==> src/rtl/div_sequencer.sv <==
// div_sequencer
// Buffers division requests in a small FIFO and feeds them one at a time to an
// external iterative divider, then holds each result for a downstream consumer.
//
// Ports
//   clk                          : clock, all state changes on the rising edge
//   rst                          : asynchronous active-low reset
//   in_valid / in_ready          : upstream request handshake
//   in_dividend / in_divisor     : request operands
//   div_start                    : one-cycle start strobe to the divider
//   div_dividend / div_divisor   : operands of the last issued request
//   div_quotient / div_remainder : divider results
//   div_zeroErr                  : divider reports a zero divisor
//   div_valid                    : divider idle with a valid result
//   out_valid / out_ready        : downstream result handshake
//   out_quotient / out_remainder : result data
//   out_zeroErr                  : result came from a zero divisor
//   fifo_count                   : request FIFO occupancy
//
// DEPTH must be a power of two (>= 2) so the pointers wrap by plain overflow.
module div_sequencer #(
  parameter int WIDTH = 32,
  parameter int DEPTH = 4
) (
  input  logic                     clk,
  input  logic                     rst,
  input  logic                     in_valid,
  output logic                     in_ready,
  input  logic [WIDTH-1:0]         in_dividend,
  input  logic [WIDTH-1:0]         in_divisor,
  output logic                     div_start,
  output logic [WIDTH-1:0]         div_dividend,
  output logic [WIDTH-1:0]         div_divisor,
  input  logic [WIDTH-1:0]         div_quotient,
  input  logic [WIDTH-1:0]         div_remainder,
  input  logic                     div_zeroErr,
  input  logic                     div_valid,
  output logic                     out_valid,
  input  logic                     out_ready,
  output logic [WIDTH-1:0]         out_quotient,
  output logic [WIDTH-1:0]         out_remainder,
  output logic                     out_zeroErr,
  output logic [$clog2(DEPTH):0]   fifo_count
);

  localparam int AW = $clog2(DEPTH);
  localparam int CW = AW + 1;

  typedef enum logic [1:0] {
    IDLE  = 2'd0,
    ISSUE = 2'd1,
    WAIT  = 2'd2
  } state_t;

  state_t           state_r;
  state_t           state_nxt_s;
  logic             start_nxt_s;
  logic             capture_s;
  logic             push_s;
  logic             pop_s;
  logic             in_ready_s;

  logic [WIDTH-1:0] fifo_a_r [DEPTH];
  logic [WIDTH-1:0] fifo_b_r [DEPTH];
  logic [AW-1:0]    wr_ptr_r;
  logic [AW-1:0]    rd_ptr_r;
  logic [CW-1:0]    count_r;

  logic             div_start_r;
  logic [WIDTH-1:0] div_dividend_r;
  logic [WIDTH-1:0] div_divisor_r;
  logic             out_valid_r;
  logic [WIDTH-1:0] out_quotient_r;
  logic [WIDTH-1:0] out_remainder_r;
  logic             out_zeroErr_r;

  // A full FIFO refuses a push even when a pop happens in the same cycle.
  assign in_ready_s = (count_r != CW'(DEPTH));
  assign push_s     = in_valid && in_ready_s;
  // The head leaves the FIFO at the end of the single ISSUE cycle.
  assign pop_s      = (state_r == ISSUE);

  // Sequencer next state; also flags the IDLE->ISSUE transition and the result capture.
  always_comb begin
    state_nxt_s = state_r;
    start_nxt_s = 1'b0;
    capture_s   = 1'b0;
    case (state_r)
      IDLE: begin
        // A pending result must be consumed before the next request is issued.
        if ((count_r != {CW{1'b0}}) && !out_valid_r) begin
          state_nxt_s = ISSUE;
          start_nxt_s = 1'b1;
        end else begin
          state_nxt_s = IDLE;
        end
      end
      ISSUE: begin
        state_nxt_s = WAIT;
      end
      WAIT: begin
        if (div_valid) begin
          state_nxt_s = IDLE;
          capture_s   = 1'b1;
        end else begin
          state_nxt_s = WAIT;
        end
      end
      default: begin
        state_nxt_s = IDLE;
      end
    endcase
  end

  // State register.
  always_ff @(posedge clk or negedge rst) begin
    if (!rst) begin
      state_r <= IDLE;
    end else begin
      state_r <= state_nxt_s;
    end
  end

  // FIFO storage; contents need no reset because occupancy gates every read.
  always_ff @(posedge clk) begin
    if (push_s) begin
      fifo_a_r[wr_ptr_r] <= in_dividend;
      fifo_b_r[wr_ptr_r] <= in_divisor;
    end
  end

  // FIFO pointers and occupancy; pointers wrap by natural overflow.
  always_ff @(posedge clk or negedge rst) begin
    if (!rst) begin
      wr_ptr_r <= {AW{1'b0}};
      rd_ptr_r <= {AW{1'b0}};
      count_r  <= {CW{1'b0}};
    end else begin
      if (push_s) begin
        wr_ptr_r <= wr_ptr_r + AW'(1);
      end
      if (pop_s) begin
        rd_ptr_r <= rd_ptr_r + AW'(1);
      end
      case ({push_s, pop_s})
        2'b10:   count_r <= count_r + CW'(1);
        2'b01:   count_r <= count_r - CW'(1);
        default: count_r <= count_r;
      endcase
    end
  end

  // Divider strobe and operands, registered one cycle ahead so they line up with ISSUE.
  // The head is stable between IDLE and ISSUE because nothing pops before ISSUE ends.
  always_ff @(posedge clk or negedge rst) begin
    if (!rst) begin
      div_start_r    <= 1'b0;
      div_dividend_r <= {WIDTH{1'b0}};
      div_divisor_r  <= {WIDTH{1'b0}};
    end else begin
      div_start_r <= start_nxt_s;
      if (start_nxt_s) begin
        div_dividend_r <= fifo_a_r[rd_ptr_r];
        div_divisor_r  <= fifo_b_r[rd_ptr_r];
      end
    end
  end

  // Result slot; a zero divisor reports all-ones quotient and the issued dividend.
  always_ff @(posedge clk or negedge rst) begin
    if (!rst) begin
      out_valid_r     <= 1'b0;
      out_quotient_r  <= {WIDTH{1'b0}};
      out_remainder_r <= {WIDTH{1'b0}};
      out_zeroErr_r   <= 1'b0;
    end else if (capture_s) begin
      out_valid_r <= 1'b1;
      if (div_zeroErr) begin
        out_quotient_r  <= {WIDTH{1'b1}};
        out_remainder_r <= div_dividend_r;
        out_zeroErr_r   <= 1'b1;
      end else begin
        out_quotient_r  <= div_quotient;
        out_remainder_r <= div_remainder;
        out_zeroErr_r   <= 1'b0;
      end
    end else if (out_valid_r && out_ready) begin
      out_valid_r <= 1'b0;
    end
  end

  assign in_ready      = in_ready_s;
  assign fifo_count    = count_r;
  assign div_start     = div_start_r;
  assign div_dividend  = div_dividend_r;
  assign div_divisor   = div_divisor_r;
  assign out_valid     = out_valid_r;
  assign out_quotient  = out_quotient_r;
  assign out_remainder = out_remainder_r;
  assign out_zeroErr   = out_zeroErr_r;

endmodule

==> config.mk <==
export PLATFORM = sky130hd
export DESIGN_NAME = div_sequencer
export DESIGN_NICKNAME = d
export VERILOG_FILES = /design/src/rtl/div_sequencer.sv
export SDC_FILE = /design/constraint.sdc
export NUM_CORES = 1
export LEC_CHECK = 0
export CORE_ASPECT_RATIO = 1.25
export CORE_MARGIN = 3
export CORE_UTILIZATION = 49
export DETAILED_ROUTE_END_ITERATION = 10
export PLACE_DENSITY = 0.75
export SYNTH_ARGS = -nofsm -noshare
export SYNTH_HDL_FRONTEND = slang
export SYNTH_SLANG_ARGS = --single-unit
==> constraint.sdc <==
create_clock -name clk -period 3.3 [get_ports clk]
set_input_delay 0.495 -clock clk [delete_from_list [all_inputs] [get_ports clk]]
set_output_delay 0.495 -clock clk [all_outputs]
set_load 0.01 [all_outputs]
==> impl_metrics.toml, run 1 <==
[status]
status = "complete, but fails checks"
violations = "negative hold slack"

[setup_path]
critical_path_arrival_ns = 1.96
crit_fanout = 6
path_class = "reg2out"
cp.required_ns = 2.80
end_kind = "primary output"
start_kind = "flop"
crit_path_start = "fifo_count[0]"
r2r_start = "fifo_count[0]"

[layout]
drive_gt1_frac = 0.196
regArea_sq_um = 11200
final_area_sq_um = 19400
fillers = 2096
utilization = 0.656
fin_nets = 1226
syn_to_final_growth_pct = 30.5
multi_input_area_sq_um = 3460

[sta]
drv_slew = 0
post-route-min-period_ns = 2.45
setup_viol = 0
fin_skew_ns = 0.0223
final-hold-violation-count = 4
worst_pin_slew_ns = 0.718
maxSlewHeadroom = 0.521
fin_crit_sh = 0.743
holdWs_ns = -0.0101
rsz0062_at_grt = "no"
setup_tns_ns = 0
max_freq_mhz = 408

[floorplanning]
num_io_pins = 269
initial_core_util = 0.502
die_y_um = 201
num_rows = 70
die_x_um = 162
fp.coreArea_sq_um = 29600
die-area_sq_um = 32500

[global_route]
grt.overflow.total = 0
grt_max_degree = 74
first_global_vias = 8723
grt_usage = 0.200
grt_pass1_wl_mm = 50.4
antenna_found_initial = 2

[detailed_routing]
wire_per_inst_um = 21.3
dr_wl_met3_mm = 2.28
drtIter0Drc = 443
antenna_left = 0
vias = 8052
route.top_layer_used = "met5"
wirelength_mm = 32.2
route.met2.wl_mm = 16.7
vias_per_cell = 5.32
drc_errors = 0
firstDrtPassIters = 6
wl_met1_mm = 12.5

[cts]
clk_pin_slew_ns = 0.06
ctsResizeCount = 0
htreeDepth = 2
clockRootBuffer = "clkbuf_16"
ctsHoldBuffers = 0
cts_tree = "yes"
cts_setup_buffers = 0
cts.path.max_buffers = 3
clock-sinks = 396
cts_made_buffers = 39
clk_latency_ns = 0.53

[synthesis]
synth_top_area_frac = 0.517
syn_inst = 797
ys_top_cells_by_area = "edfxtp_1 (52%), dfrtp_1 (24%), mux4_2 (9.7%)"
syn_nets = 937
synth_seq_cells = 396
syn_area_per_cell_sq_um = 18.7
synth_ff_type = "edfxtp_1"
synth_edf_count = 256
synth_cell_type_count = 26
async_flop_share = 0.354
synth_area_leader_cell = "edfxtp_1"
synth_most_common_cell = "edfxtp_1"
netlist_area_sq_um = 14900
seq_area_frac_synth = 0.752
ys_warn_count = 0
synthTopCellsByCount = "edfxtp_1 (256), dfrtp_1 (140), mux2_2 (66), o21ai_0 (66), nand2_1 (65)"

[power]
vdd_drop_max_uv = 596
p_sw_mw = 5.34
p_int_mw = 12.9
seqPwrFrac = 0.427
swShare = 0.292
clkPwrFrac = 0.236
powerDensity_nw_per_um2 = 941
power_mw = 18.3
pwr-share-comb = 0.338
p_leak_nw = 7.16

[place]
gp_congestion = 0.806
io_buffers = 268
post_dp_cell_area_sq_um = 18100
hpwl_mm = 21.1

[run]
drv_cap = 0

[min_path]
holdCritPathClass = "in2async"
-- power by group through the flow --
stage / registers, mW / clock network [mW] / logic, mW
2_1_floorplan: 7.95 / 0 / 3.15
3_3_place_gp: 7.85 / 0 / 6.12
3_5_place_dp: 7.93 / 0 / 6.25
4_1_cts: 7.84 / 4.40 / 6.29
5_1_grt: 7.99 / 4.62 / 6.65
6_report: 7.80 / 4.30 / 6.17
-- path summary, 6_finish.rpt --
path / endpoint / slack [ns] / cells after the start
setup / recovery: in_ready / 0.85 / 2
hold / removal: out_valid / -0.01 / 1
setup reg to reg: fifo_count[2] / 0.99 / 9
hold reg to reg: out_quotient[16] / 0.48 / 2
max in group asynchronous: out_quotient[2] / 2.41 / 2
min in group clk: out_quotient[16] / 0.48 / 2
-- flip-flops by register name, summed over array words and instances (netlist names), 3 cells and up --
signal,cells
div_dividend,32
div_divisor,32
fifo_a_r,128
fifo_b_r,128
fifo_count,3
out_quotient,32
out_remainder,32
-- logic make-up (layout without fill, tap and decap cells) --
family          Yosys count  in the layout  share of synthesized area
compound gates           66             66                     0.0222
xor+xnor                  6              6                    0.00353
fa+ha+maj                 6              6                    0.00555
buf+inv                  50            369                     0.0168
flops                   396            396                      0.752
mux                     163            163                      0.169
other cells               0              1                          0
simple gates            110            110                     0.0304
-- through the flow --
| step | setup WS (ns) | std cells |
|---|---|---|
| after CTS | 0.828 | 1512 |
| after global placement | 0.981 | 1441 |
| after floorplan | 0.582 | 797 |
| final | 0.848 | 1513 |
| after global routing | 0.776 | 1513 |
| after detailed placement | 0.946 | 1441 |
-- cell usage in the layout (no fill, tap or decap), drive strengths merged, types with 2 or more instances in the layout --
cell             n
dfrtp          140
clkdlybuf4s50  266
nand2           65
buf             24
o21ai           66
xor2             2
nor2            33
ha               5
mux4            64
nand2b           2
nor4             2
and3             4
xnor2            4
mux2            66
mux2i           33
clkinv          16
inv             10
clkbuf          47
bufinv           3
edfxtp         256
clkinvlp         3
-- per-layer routing --
metal | track usage | vias up
met1 | 0.251 | 4110
met4 | 0.0539 | 2
met5 | 0 | -
met3 | 0.0580 | 52
li1 | - | 3632
met2 | 0.344 | 256
-- critical path, cell delays in order, from the launching register on --
cell,delay [ns]
dfrtp_1,0.43
or3b_1,0.49
clkdlybuf4s50_1,0.53
-- area by class of cell --
cell class              count  area share
multi-input cells         351       0.178
repair buffers            290       0.152
clock inverters            24      0.0111
diodes                      1    0.000129
inverters                   8     0.00155
clock buffers              47      0.0540
flip-flops and latches    396       0.577
well taps                 396      0.0255
No activity file was read; power rests on OpenSTA's default activity.
==> run 2: changes to the inputs <==
==> constraint.sdc (replaced) <==
create_clock -name clk -period 2.6 [get_ports clk]
set_input_delay 0.39 -clock clk [delete_from_list [all_inputs] [get_ports clk]]
set_output_delay 0.39 -clock clk [all_outputs]
set_load 0.01 [all_outputs]
==> run 2 against run 1 <==
Compared with the run above: the flow now finishes without violations; total power rose by 29%; non-clock buffer count rose by 3; first-iteration DRC count rose by 7.2%; count of clock-buffer cells in the layout did not move; final area rose by 0.72%; global-route usage rose by 0.42 points; worst hold slack improved by 0.41 ns; sequential share of layout area fell by 0.41 points; wire length rose by 2.6%; sequential power rose by 27%; via count rose by 1.1%; worst setup slack got worse by 0.62 ns; critical endpoint is now fifo_count[2]; largest cell class unchanged; highest routed layer unchanged.
==> impl_metrics.toml, run 2 (same netlist as run 1, synthesis figures left out) <==
[layout]
fin_nets = 1229
top_regs = "fifo_a_r: 128 flops, fifo_b_r: 128 flops"
final_common_cell = "clkdlybuf4s50_1"
syn_to_final_growth_pct = 31.4
layout_common_cells = "clkdlybuf4s50_1 (266), edfxtp_1 (256), dfrtp_1 (138), o21ai_0 (66), mux2_2 (66)"
utilization = 0.660
drive_gt1_frac = 0.200

[sta]
fin_crit_sh = 0.911
worst_pin_slew_ns = 0.724
final-hold-violation-count = 0
max_freq_mhz = 422
maxSlewHeadroom = 0.518
setup_viol = 0
fin_skew_ns = 0.0166
post-route-min-period_ns = 2.37
setup_ws_ns = 0.232
setup_tns_ns = 0
rsz0062_at_grt = "no"
drv_slew = 0

[cts]
cts_tree = "yes"
cts_made_buffers = 39
clk_latency_ns = 0.53
clockRootBuffer = "clkbuf_16"
htreeDepth = 2
cts.path.max_buffers = 3
cts_setup_buffers = 0
clk_pin_slew_ns = 0.06
clock-sinks = 396

[min_path]
holdPathStages = 3
holdCritPathClass = "in2reg"

[setup_path]
r2r_cells = 9
path_class = "reg2reg"
crit_fanout = 6
cp.required_ns = 3.05
start_kind = "flop"
end_kind = "flop"
r2r_slack_ns = 0.23
critical_path_arrival_ns = 2.82

[global_route]
grt_usage = 0.205
antenna_found_initial = 4
first_global_vias = 8802
grt_max_degree = 99
grt_pass1_wl_mm = 51.2
grt.overflow.total = 0

[floorplanning]
initial_core_util = 0.502
num_rows = 70
die_y_um = 201
die-area_sq_um = 32500
die_x_um = 162
num_io_pins = 269
fp.coreArea_sq_um = 29600

[detailed_routing]
firstDrtPassIters = 4
vias_per_cell = 5.36
drtIter0Drc = 475
wire_per_inst_um = 21.7
antenna_left = 0
wirelength_mm = 33.0
drc_errors = 0
vias = 8141

[power]
power_mw = 23.5
p_leak_nw = 7.23
powerDensity_nw_per_um2 = 1200
vdd_drop_max_uv = 646

[place]
io_buffers = 268
gp_congestion = 0.775
pre_cts_ws_ns = 0.291
hpwl_mm = 21.5

[status]
status = "completed"

[run]
drv_cap = 0
## run 2: what timing repair did
action	in CTS	in global routing
resized for setup	0	0
setup endpoints to repair	0	0
hold endpoints to repair	67	0
hold buffers	1	0
## run 2: per-stage QoR
step                cells  hold slack (ns)  cell area, sq um
floorplan             797           0.0944             14900
global placement     1443            0.461             18200
detailed placement   1443            0.470             18200
CTS                  1516            0.382             19500
global route         1519            0.399             19500
finish               1519            0.400             19500
## run 2: worst paths after layout
check                                startpoint                to
worst min register to register  out_quotient[2]   out_quotient[2]
worst max-delay path              fifo_count[0]     fifo_count[2]
max in group asynchronous                   rst   out_quotient[8]
worst min-delay path                div_zeroErr  out_quotient[25]
worst max register to register    fifo_count[0]     fifo_count[2]
min in group asynchronous                   rst    div_divisor[1]
## run 2: where the power goes
group	internal, mW	switching [mW]	leakage [nW]
logic	4.55	3.40	2.56
registers	8.76	1.15	4.02
clock network	3.34	2.33	0.644
## run 2: layout make-up
cell class | instances | area, sq um
Fill cell | 2073 | 10100
Sequential cell | 396 | 11200
Tap cell | 396 | 495
Timing Repair Buffer | 293 | 3060
Inverter | 8 | 30.0
Clock buffer | 47 | 1030
Antenna cell | 3 | 7.51
Multi-Input combinational cell | 351 | 3460
Clock inverter | 25 | 270
## run 2: worst max-delay path: stages, from the launching register on
cell     delay [ns]
dfrtp_1        0.43
or3b_1         0.47
and2_1         0.25
inv_1          0.07
ha_1           0.19
inv_1          0.08
fa_1           0.38
xor2_1         0.15
nor2_1         0.11
xor2_1         0.16
## run 2: routing by layer
layer	global-route usage	vias up	wire length [um]
met5	0	-	13
met4	0.0664	2	891
met3	0.0522	66	2310
met2	0.368	283	17300
met1	0.239	4167	12400
li1	-	3623	-
